## config.mk

```make
export PLATFORM = sky130hd
export DESIGN_NAME = dcache_writeline_buffer_flat
export DESIGN_NICKNAME = d
export VERILOG_FILES = /design/src/rtl/dcache_writeline_buffer_if.sv /design/src/rtl/dcache_writeline_buffer.sv /design/src/flat_wrapper.sv
export SDC_FILE = /design/constraint.sdc
export NUM_CORES = 1
export LEC_CHECK = 0
export CAP_MARGIN = 20
export CORE_MARGIN = 8
export CORE_UTILIZATION = 51
export CTS_CLUSTER_SIZE = 12
export DETAILED_ROUTE_END_ITERATION = 12
export PLACE_DENSITY = 0.81
export SKIP_LAST_GASP = 1
export SYNTH_ARGS = -nofsm -noshare
export SYNTH_HDL_FRONTEND = slang
export SYNTH_SLANG_ARGS = --single-unit
```

## constraint.sdc

```tcl
create_clock -name clk -period 11.1 [get_ports clk]
set_input_delay 2.22 -clock clk [delete_from_list [all_inputs] [get_ports clk]]
set_output_delay 2.22 -clock clk [all_outputs]
set_load 0.02 [all_outputs]
```

## src/rtl/dcache_writeline_buffer_if.sv

```systemverilog
// Avalon-MM burst write bus between the writeline buffer and memory.
//
// Handshake: a beat is transferred on a rising clk edge where
// avm_write = 1 and avm_waitrequest = 0. While avm_waitrequest = 1 the
// master holds avm_address, avm_writedata and avm_write stable.
//
// Signals:
//   avm_address     master->slave  burst start address (line aligned)
//   avm_write       master->slave  write beat valid
//   avm_writedata   master->slave  current beat data
//   avm_byteenable  master->slave  byte lanes (always all enabled)
//   avm_burstcount  master->slave  beats per burst (always 4)
//   avm_waitrequest slave->master  slave stall
interface dcache_writeline_buffer_if;
    logic [31:0] avm_address;
    logic        avm_write;
    logic [31:0] avm_writedata;
    logic [3:0]  avm_byteenable;
    logic [2:0]  avm_burstcount;
    logic        avm_waitrequest;

    modport master (
        output avm_address, avm_write, avm_writedata, avm_byteenable, avm_burstcount,
        input  avm_waitrequest
    );

    modport slave (
        input  avm_address, avm_write, avm_writedata, avm_byteenable, avm_burstcount,
        output avm_waitrequest
    );
endinterface

```

## src/rtl/dcache_writeline_buffer.sv

```systemverilog
// Data-cache writeline buffer: accepts dirty 128-bit lines from the cache
// (WBINVD sweeps and evictions) into a small FIFO and drains each line to
// memory as a 4-beat Avalon-MM burst write.
//
// Ports:
//   clk, rst_n          clock, asynchronous active-low reset
//   writeline_do        write-back request, held by requester until done
//   writeline_done      request accepted this cycle (combinational)
//   writeline_address   line address, bits [3:0] ignored
//   writeline_line      line data, word0 = [31:0]
//   snoop_address       read-path probe address, bits [3:0] ignored
//   snoop_hit           a buffered (not yet popped) line matches the probe
//   drained             FIFO empty and no burst in flight
//   avm                 Avalon-MM burst write master (see interface)
//   dbg_state           FSM state: 0 = IDLE, 1 = BURST
//
// Request handshake: writeline_do is a level held until writeline_done is
// seen high in the same cycle; the line is captured on that clock edge.
module dcache_writeline_buffer #(
    parameter int DEPTH  = 2,
    parameter int AW_PTR = 1
) (
    input  logic                             clk,
    input  logic                             rst_n,
    input  logic                             writeline_do,
    output logic                             writeline_done,
    input  logic [31:0]                      writeline_address,
    input  logic [127:0]                     writeline_line,
    input  logic [31:0]                      snoop_address,
    output logic                             snoop_hit,
    output logic                             drained,
    dcache_writeline_buffer_if.master        avm,
    output logic                             dbg_state
);

    typedef enum logic {
        S_IDLE  = 1'b0,
        S_BURST = 1'b1
    } state_e;

    localparam logic [AW_PTR:0] DEPTH_CNT = (AW_PTR + 1)'(DEPTH);

    state_e              state;
    state_e              state_nxt;
    logic [AW_PTR-1:0]   wr_ptr;
    logic [AW_PTR-1:0]   rd_ptr;
    logic [AW_PTR:0]     count;
    logic [1:0]          beat;
    logic [27:0]         entry_addr [DEPTH];
    logic [127:0]        entry_line [DEPTH];
    logic [DEPTH-1:0]    entry_valid;
    logic [127:0]        head_line;
    logic                full;
    logic                push;
    logic                pop;
    logic                unused_low_bits;

    assign unused_low_bits = ^{writeline_address[3:0], snoop_address[3:0]};

    // Fullness is taken from the registered count, so a pop in the same
    // cycle never frees a slot for a push until the following cycle.
    assign full           = (count == DEPTH_CNT);
    assign writeline_done = rst_n && writeline_do && !full;
    assign push           = writeline_done;
    assign pop            = (state == S_BURST) && !avm.avm_waitrequest && (beat == 2'd3);

    assign drained   = (count == '0) && (state == S_IDLE);
    assign dbg_state = (state == S_BURST);

    // Bus outputs come straight from registered head/beat state, so they are
    // inherently stable while the slave stalls.
    assign head_line          = entry_line[rd_ptr];
    assign avm.avm_address    = {entry_addr[rd_ptr], 4'd0};
    assign avm.avm_writedata  = head_line[{beat, 5'd0} +: 32];
    assign avm.avm_byteenable = 4'hF;
    assign avm.avm_burstcount = 3'd4;

    always_comb begin
        state_nxt     = state;
        avm.avm_write = 1'b0;
        case (state)
            S_IDLE: begin
                if (count != '0) begin
                    state_nxt = S_BURST;
                end
            end
            S_BURST: begin
                avm.avm_write = 1'b1;
                if (pop) begin
                    state_nxt = S_IDLE;
                end
            end
            default: state_nxt = S_IDLE;
        endcase
    end

    always_ff @(posedge clk or negedge rst_n) begin
        if (!rst_n) begin
            state       <= S_IDLE;
            wr_ptr      <= '0;
            rd_ptr      <= '0;
            count       <= '0;
            beat        <= '0;
            entry_valid <= '0;
        end else begin
            state <= state_nxt;

            if (state == S_IDLE) begin
                beat <= '0;
            end else if (!avm.avm_waitrequest) begin
                beat <= beat + 2'd1;   // wraps 3->0 exactly on the pop beat
            end

            // Pop and push never target the same slot: a pop needs count>0
            // and a push needs count<DEPTH, so the pointers differ.
            if (pop) begin
                rd_ptr              <= rd_ptr + AW_PTR'(1);
                entry_valid[rd_ptr] <= 1'b0;
            end
            if (push) begin
                wr_ptr              <= wr_ptr + AW_PTR'(1);
                entry_valid[wr_ptr] <= 1'b1;
            end

            if (push && !pop) begin
                count <= count + (AW_PTR + 1)'(1);
            end else if (pop && !push) begin
                count <= count - (AW_PTR + 1)'(1);
            end
        end
    end

    // Payload storage needs no reset: validity is tracked separately.
    always_ff @(posedge clk) begin
        if (push) begin
            entry_addr[wr_ptr] <= writeline_address[31:4];
            entry_line[wr_ptr] <= writeline_line;
        end
    end

    always_comb begin
        snoop_hit = 1'b0;
        for (int i = 0; i < DEPTH; i++) begin
            if (entry_valid[i] && (entry_addr[i] == snoop_address[31:4])) begin
                snoop_hit = 1'b1;
            end
        end
    end

endmodule

```

## src/flat_wrapper.sv

```systemverilog
// flat-port wrapper written by rule: the top's interface ports become plain ports
module dcache_writeline_buffer_flat 
#(
    parameter int DEPTH  = 2,
    parameter int AW_PTR = 1
)
  (clk, rst_n, writeline_do, writeline_done, writeline_address, writeline_line, snoop_address, snoop_hit, drained, dbg_state, avm_avm_address, avm_avm_write, avm_avm_writedata, avm_avm_byteenable, avm_avm_burstcount, avm_avm_waitrequest);
  dcache_writeline_buffer_if avm_i ();
  input  logic clk;
  input  logic rst_n;
  input  logic writeline_do;
  output logic writeline_done;
  input  logic [31:0] writeline_address;
  input  logic [127:0] writeline_line;
  input  logic [31:0] snoop_address;
  output logic snoop_hit;
  output logic drained;
  output logic dbg_state;
  output wire logic [$bits(avm_i.avm_address)-1:0] avm_avm_address;
  output wire logic [$bits(avm_i.avm_write)-1:0] avm_avm_write;
  output wire logic [$bits(avm_i.avm_writedata)-1:0] avm_avm_writedata;
  output wire logic [$bits(avm_i.avm_byteenable)-1:0] avm_avm_byteenable;
  output wire logic [$bits(avm_i.avm_burstcount)-1:0] avm_avm_burstcount;
  input wire logic [$bits(avm_i.avm_waitrequest)-1:0] avm_avm_waitrequest;
  assign avm_avm_address = avm_i.avm_address;
  assign avm_avm_write = avm_i.avm_write;
  assign avm_avm_writedata = avm_i.avm_writedata;
  assign avm_avm_byteenable = avm_i.avm_byteenable;
  assign avm_avm_burstcount = avm_i.avm_burstcount;
  assign avm_i.avm_waitrequest = avm_avm_waitrequest;
  dcache_writeline_buffer #(.DEPTH(DEPTH), .AW_PTR(AW_PTR)) u_core (.clk(clk), .rst_n(rst_n), .writeline_do(writeline_do), .writeline_done(writeline_done), .writeline_address(writeline_address), .writeline_line(writeline_line), .snoop_address(snoop_address), .snoop_hit(snoop_hit), .drained(drained), .avm(avm_i), .dbg_state(dbg_state));
endmodule
```

# Word level (Yosys, flattened, before mapping)
# Memory sizes are Yosys's and may differ from the RTL's.
# Index checks and enable logic that the tools add are counted.
# totals
regBits,9
in_bits,196
memories,2
ram_bits,312
output_inout_bits,76
elab_cells,63
# memory_table
memory,depth,width,rd,rd_clocked_by_memory_dff,write_ports,line,source
u_core.entry_line,2,128,1,0,1,dcache_writeline_buffer.sv:50,logic [127:0] entry_line [DEPTH];
u_core.entry_addr,2,28,3,0,1,dcache_writeline_buffer.sv:49,logic [27:0] entry_addr [DEPTH];
# op_classes
n_addsub,5
reduce_logical,18
order_cmp,4
n_shift,1
n_eq_ne,5
n_bitwise,4
mux,18
# ops
operator,n
indexed part select 128 x 8 -> 32 bit,1
== test 28 bit,2
2-to-1 mux 2 bit,6
logical AND 1 bit,11
2-to-1 mux 1 bit,9
"adder 2 x 1 -> 2 bit, second input constant",2
"== test 2 bit, second input constant",2
zero test 1 bit,4
"< comparator 1 x 2 -> 1 bit, second input constant",2
nonzero test 2 bit,2
"adder 1 bit, second input constant",2
AND 2 bit,1
demux 1 bit (select 1 bit),2
">= comparator 1 bit, second input constant",2
zero test 2 bit,1
"!= test 2 bit, second input constant",1
NOT 2 bit,1
bitwise OR 2 bit,1
case mux 1 bit (2 select lines),1
"subtractor 2 x 1 -> 2 bit, second input constant",1
NOT 1 bit,1

# Longest topological paths before layout
# logic_depth
word_depth,9
ltp_mapped,7
ltp_nobuf,7

# Least setup slack after synthesis
# No wires, ideal clock.
# synth_timing
path_type,input -> register
from,input port rst_n
to,"memory u_core.entry_addr[0][0], enable pin"
t_required_ns,10.425
t_arrival_ns,8.918
slack_ns,1.507
n_path_buf,0
cell_stages,2
setup_time_ns,0.675
cell_sequence,o211ai_1 nor2_1
# synth_between
elab_chain_len,4
# synth_lines
element,line,source
"start, declared",flat_wrapper.sv:10,input logic rst_n;
logical AND 1 bit (2 in a row),dcache_writeline_buffer.sv:63,assign writeline_done = rst_n && writeline_do && !full;
2-to-1 mux 1 bit,dcache_writeline_buffer.sv:135,if (push) begin
2-to-1 mux 1 bit (not written as such),dcache_writeline_buffer.sv:136,entry_addr[wr_ptr] <= writeline_address[31:4];
"end, declared",dcache_writeline_buffer.sv:49,
# No other way between the ends.

# Final worst setup path
# layout_timing
from,input port snoop_address[5]
to,output port snoop_hit
# layout_between
elab_chain_len,4
elab_cells_between_ends,6
cone_classes,2 x eq/ne; 2 x mux; 2 x reduce/logical
# layout_lines
element,line,source
"start, declared",flat_wrapper.sv:15,input logic [31:0] snoop_address;
== test 28 bit,dcache_writeline_buffer.sv:144,if (entry_valid[i] && (entry_addr[i] == snoop_address[31:4])) begin
logical AND 1 bit,dcache_writeline_buffer.sv:144,
2-to-1 mux 1 bit,dcache_writeline_buffer.sv:144,
2-to-1 mux 1 bit (*),dcache_writeline_buffer.sv:144,
"end, declared",flat_wrapper.sv:16,output logic snoop_hit;
# Every way passes the cells marked *; elsewhere a longest branch is shown, timed or not.

==> flow_summary_export.csv <==
group,metric,value,unit
outcome,outcome,"complete, no violations",
detailed_routing,ant_nets,0,
detailed_routing,routed-via-count,6507,
detailed_routing,wl_per_cell,22.7,um
logic_synthesis,yosysWarnings,0,
detailed_routing,drt_iter0_markers,422,
clocking,path_clk_slew,0.06,ns
logic_synthesis,synth_edf_count,312,
clocking,cts_resized,0,
logic_synthesis,synth_commonest_cells,"312 x edfxtp_1, 58 x mux4_2, 31 x xnor2_1, 31 x xor2_1, 26 x mux2_2",
logic_synthesis,synth.largest_area_cell,"edfxtp_1",
final_layout,areaGrowthSynthToFinish,29.5,%
logic_synthesis,synth_seq_cells,321,
placed_design,port-buffer-count,252,
floorplanning,core,25000,um^2
clocking,hold_buffers,0,
logic_synthesis,async_flop_share,0.0280,
detailed_routing,viasPerCell,5.41,
pwr,ir_drop,0.200,mV
sta,finalSetupViolCount,0,
pwr,p_per_area,237,nW/um^2
floorplanning,fp.dieW,175,um
detailed_routing,drt_pre_antenna_iters,4,
detailed_routing,post-route-drc-count,0,
pwr,p_leak,5.48,nW
floorplanning,io_pins,272,
sta,worst-slew-pin-transition,1.04,ns
flow_run,drv_cap,0,
sta,min_period_over_period,0.600,
min_path,min_path_type,"reg2reg",
floorplanning,start_util,0.514,
global_routing,grt_max_degree,81,
floorplanning,dieArea,30500,um^2
final_layout,fin_nets,1052,
sta,grt_setup_unrepaired,"false",
worst_setup_path,cp-start-kind,"primary input",
floorplanning,rows,58,
sta,fin_tns_setup,0,ns
clocking,post-cts-setup-buffers,0,
worst_setup_path,crit_fanout,2,
sta,skew,0.0130,ns
worst_setup_path,critPathCaptureType,"output pin",
global_routing,antenna_found_initial,6,
global_routing,overflow,0,
worst_setup_path,arrival,4.44,ns
clocking,cts_sinks,321,
sta,period_needed,6.66,ns
clocking,htree_levels,2,
logic_synthesis,ys_top_cells_by_area,"edfxtp_1 73%, mux4_2 10%, mux2_2 2.3%",
logic_synthesis,syn_area,12800,um^2
placed_design,place_hpwl,18.4,mm
clocking,clockRootBuffer,"clkbuf_16",
clocking,tritoncts,"built",
logic_synthesis,syn_area_per_cell,22.0,um^2
floorplanning,fp.dieH,175,um
clocking,cts_buffers,34,
global_routing,grt_pass1_wl,41.1,mm
global_routing,grt_use_total,0.174,
logic_synthesis,yosysUniqueCellTypes,34,
final_layout,final_layout_size_suffix_gt1_frac,0.173,
sta,holdWs,0.519,ns
logic_synthesis,yosysSeqAreaShare,0.748,
logic_synthesis,netlist_instances,584,
worst_setup_path,required,8.88,ns
sta,timing.slew.headroom,0.307,
worst_setup_path,path_class,"in2out",
sta,max_clock_freq,150,MHz
sta,hold_viol_final,0,
logic_synthesis,synth_top_area_frac,0.730,
logic_synthesis,yosysMostFrequentCell,"edfxtp_1",
detailed_routing,wirelength,27.3,mm
global_routing,grt_pass1_vias,7131,
placed_design,place.gp.congestion,0.783,
clocking,clock_path_buffers,3,
logic_synthesis,synthFlopType,"edfxtp_1",
sta,drv_slew,0,
clocking,clock_latency,0.49,ns
kinds of logic after synthesis:
kind of cell | Yosys count | synth area share
other | 2 | 0.000585
muxes | 125 | 0.172
adders and majority gates | 2 | 0.00195
AOI/OAI and AO/OA | 7 | 0.00331
and+or+nand+nor | 27 | 0.0122
xor gates and xnor gates | 62 | 0.0423
buffers and inverters | 38 | 0.0200
DFF | 321 | 0.748
per-layer routing:
layer,part of all wire,vias to the layer above,GRT usage
li1,-,2899,-
met4,0.016,10,0.0442
met3,0.095,44,0.0656
met2,0.50,260,0.289
met1,0.39,3294,0.213
met5,0.0023,-,0
sequential cells by signal (all words and copies together) (netlist names):
| signal | cells |
|---|---|
| u_core.entry_valid | 2 |
| u_core.entry_addr | 56 |
| u_core.rd_ptr | 1 |
| u_core.wr_ptr | 1 |
| u_core.dbg_state | 1 |
| u_core.entry_line | 256 |
| u_core.count | 2 |
| u_core.beat | 2 |
layout make-up:
class	instances	area, um^2
antenna	2	5.00
clock buffer	46	917
clock inverter	7	60.1
fill	1644	8350
inverter	4	15.0
multi-input combinational	234	3030
sequential	321	9600
tap	330	413
timing repair buffer	259	2570
power by group:
group / internal [mW] / switching [mW] / leakage (nW) / total, mW
Combinational: 0.703 / 0.621 / 2.06 / 1.32
Sequential: 1.51 / 0.0908 / 2.95 / 1.60
Clock: 0.597 / 0.415 / 0.475 / 1.01
cell usage in the layout, fill, tap and decap left out, types with 3 or more instances in the layout:
master	n
mux2_2	26
dfrtp_1	6
edfxtp_1	312
clkbuf_16	35
buf_4	7
clkinv_1	3
conb_1	11
xnor2_1	31
xor2_1	31
nor3_1	3
nor4_1	6
inv_1	4
mux2_1	18
nand4_1	8
mux4_1	6
mux4_2	58
clkdlybuf4s50_1	252
mux2_4	16
o21ai_0	3
clkbuf_1	11
stage by stage:
step / util / power, mW / cell area (um^2) / instances / worst slack, ns
finish: 0.666 / 3.94 / 16600 / 1203 / 4.44
global placement: 0.626 / 2.95 / 15600 / 1148 / 4.43
floorplan: - / 2.51 / 12900 / 593 / 1.51
CTS: 0.665 / 4.00 / 16600 / 1201 / 4.44
detailed placement: 0.626 / 2.98 / 15600 / 1148 / 4.44
global route: 0.666 / 4.11 / 16600 / 1202 / 4.35
final timing paths:
kind                                            startpoint                             endpoint  slack [ns]  cells past startpoint
max in group asynchronous                            rst_n            u_core.rd_ptr$_DFFE_PN0P_        8.68                      1
min in group asynchronous                            rst_n      u_core.entry_valid[1]$_DFF_PN0_        2.05                      1
setup reg to reg               u_core.count[0]$_DFFE_PN0P_  u_core.entry_line[0][122]$_DFFE_PP_        8.29                      3
setup / recovery                          snoop_address[5]                            snoop_hit        4.44                      6
hold reg to reg            u_core.entry_valid[1]$_DFF_PN0_      u_core.entry_valid[1]$_DFF_PN0_        0.52                      2
hold / removal             u_core.entry_valid[1]$_DFF_PN0_      u_core.entry_valid[1]$_DFF_PN0_        0.52                      2
worst max-delay path, cell delays in order:
cell and delay (ns):
clkdlybuf4s50_1 0.52, xnor2_1 0.16, nand4_1 0.13, or4_1 0.57, o22ai_1 0.19, clkdlybuf4s50_1 0.64
No activity file was read; power rests on OpenSTA's default activity.
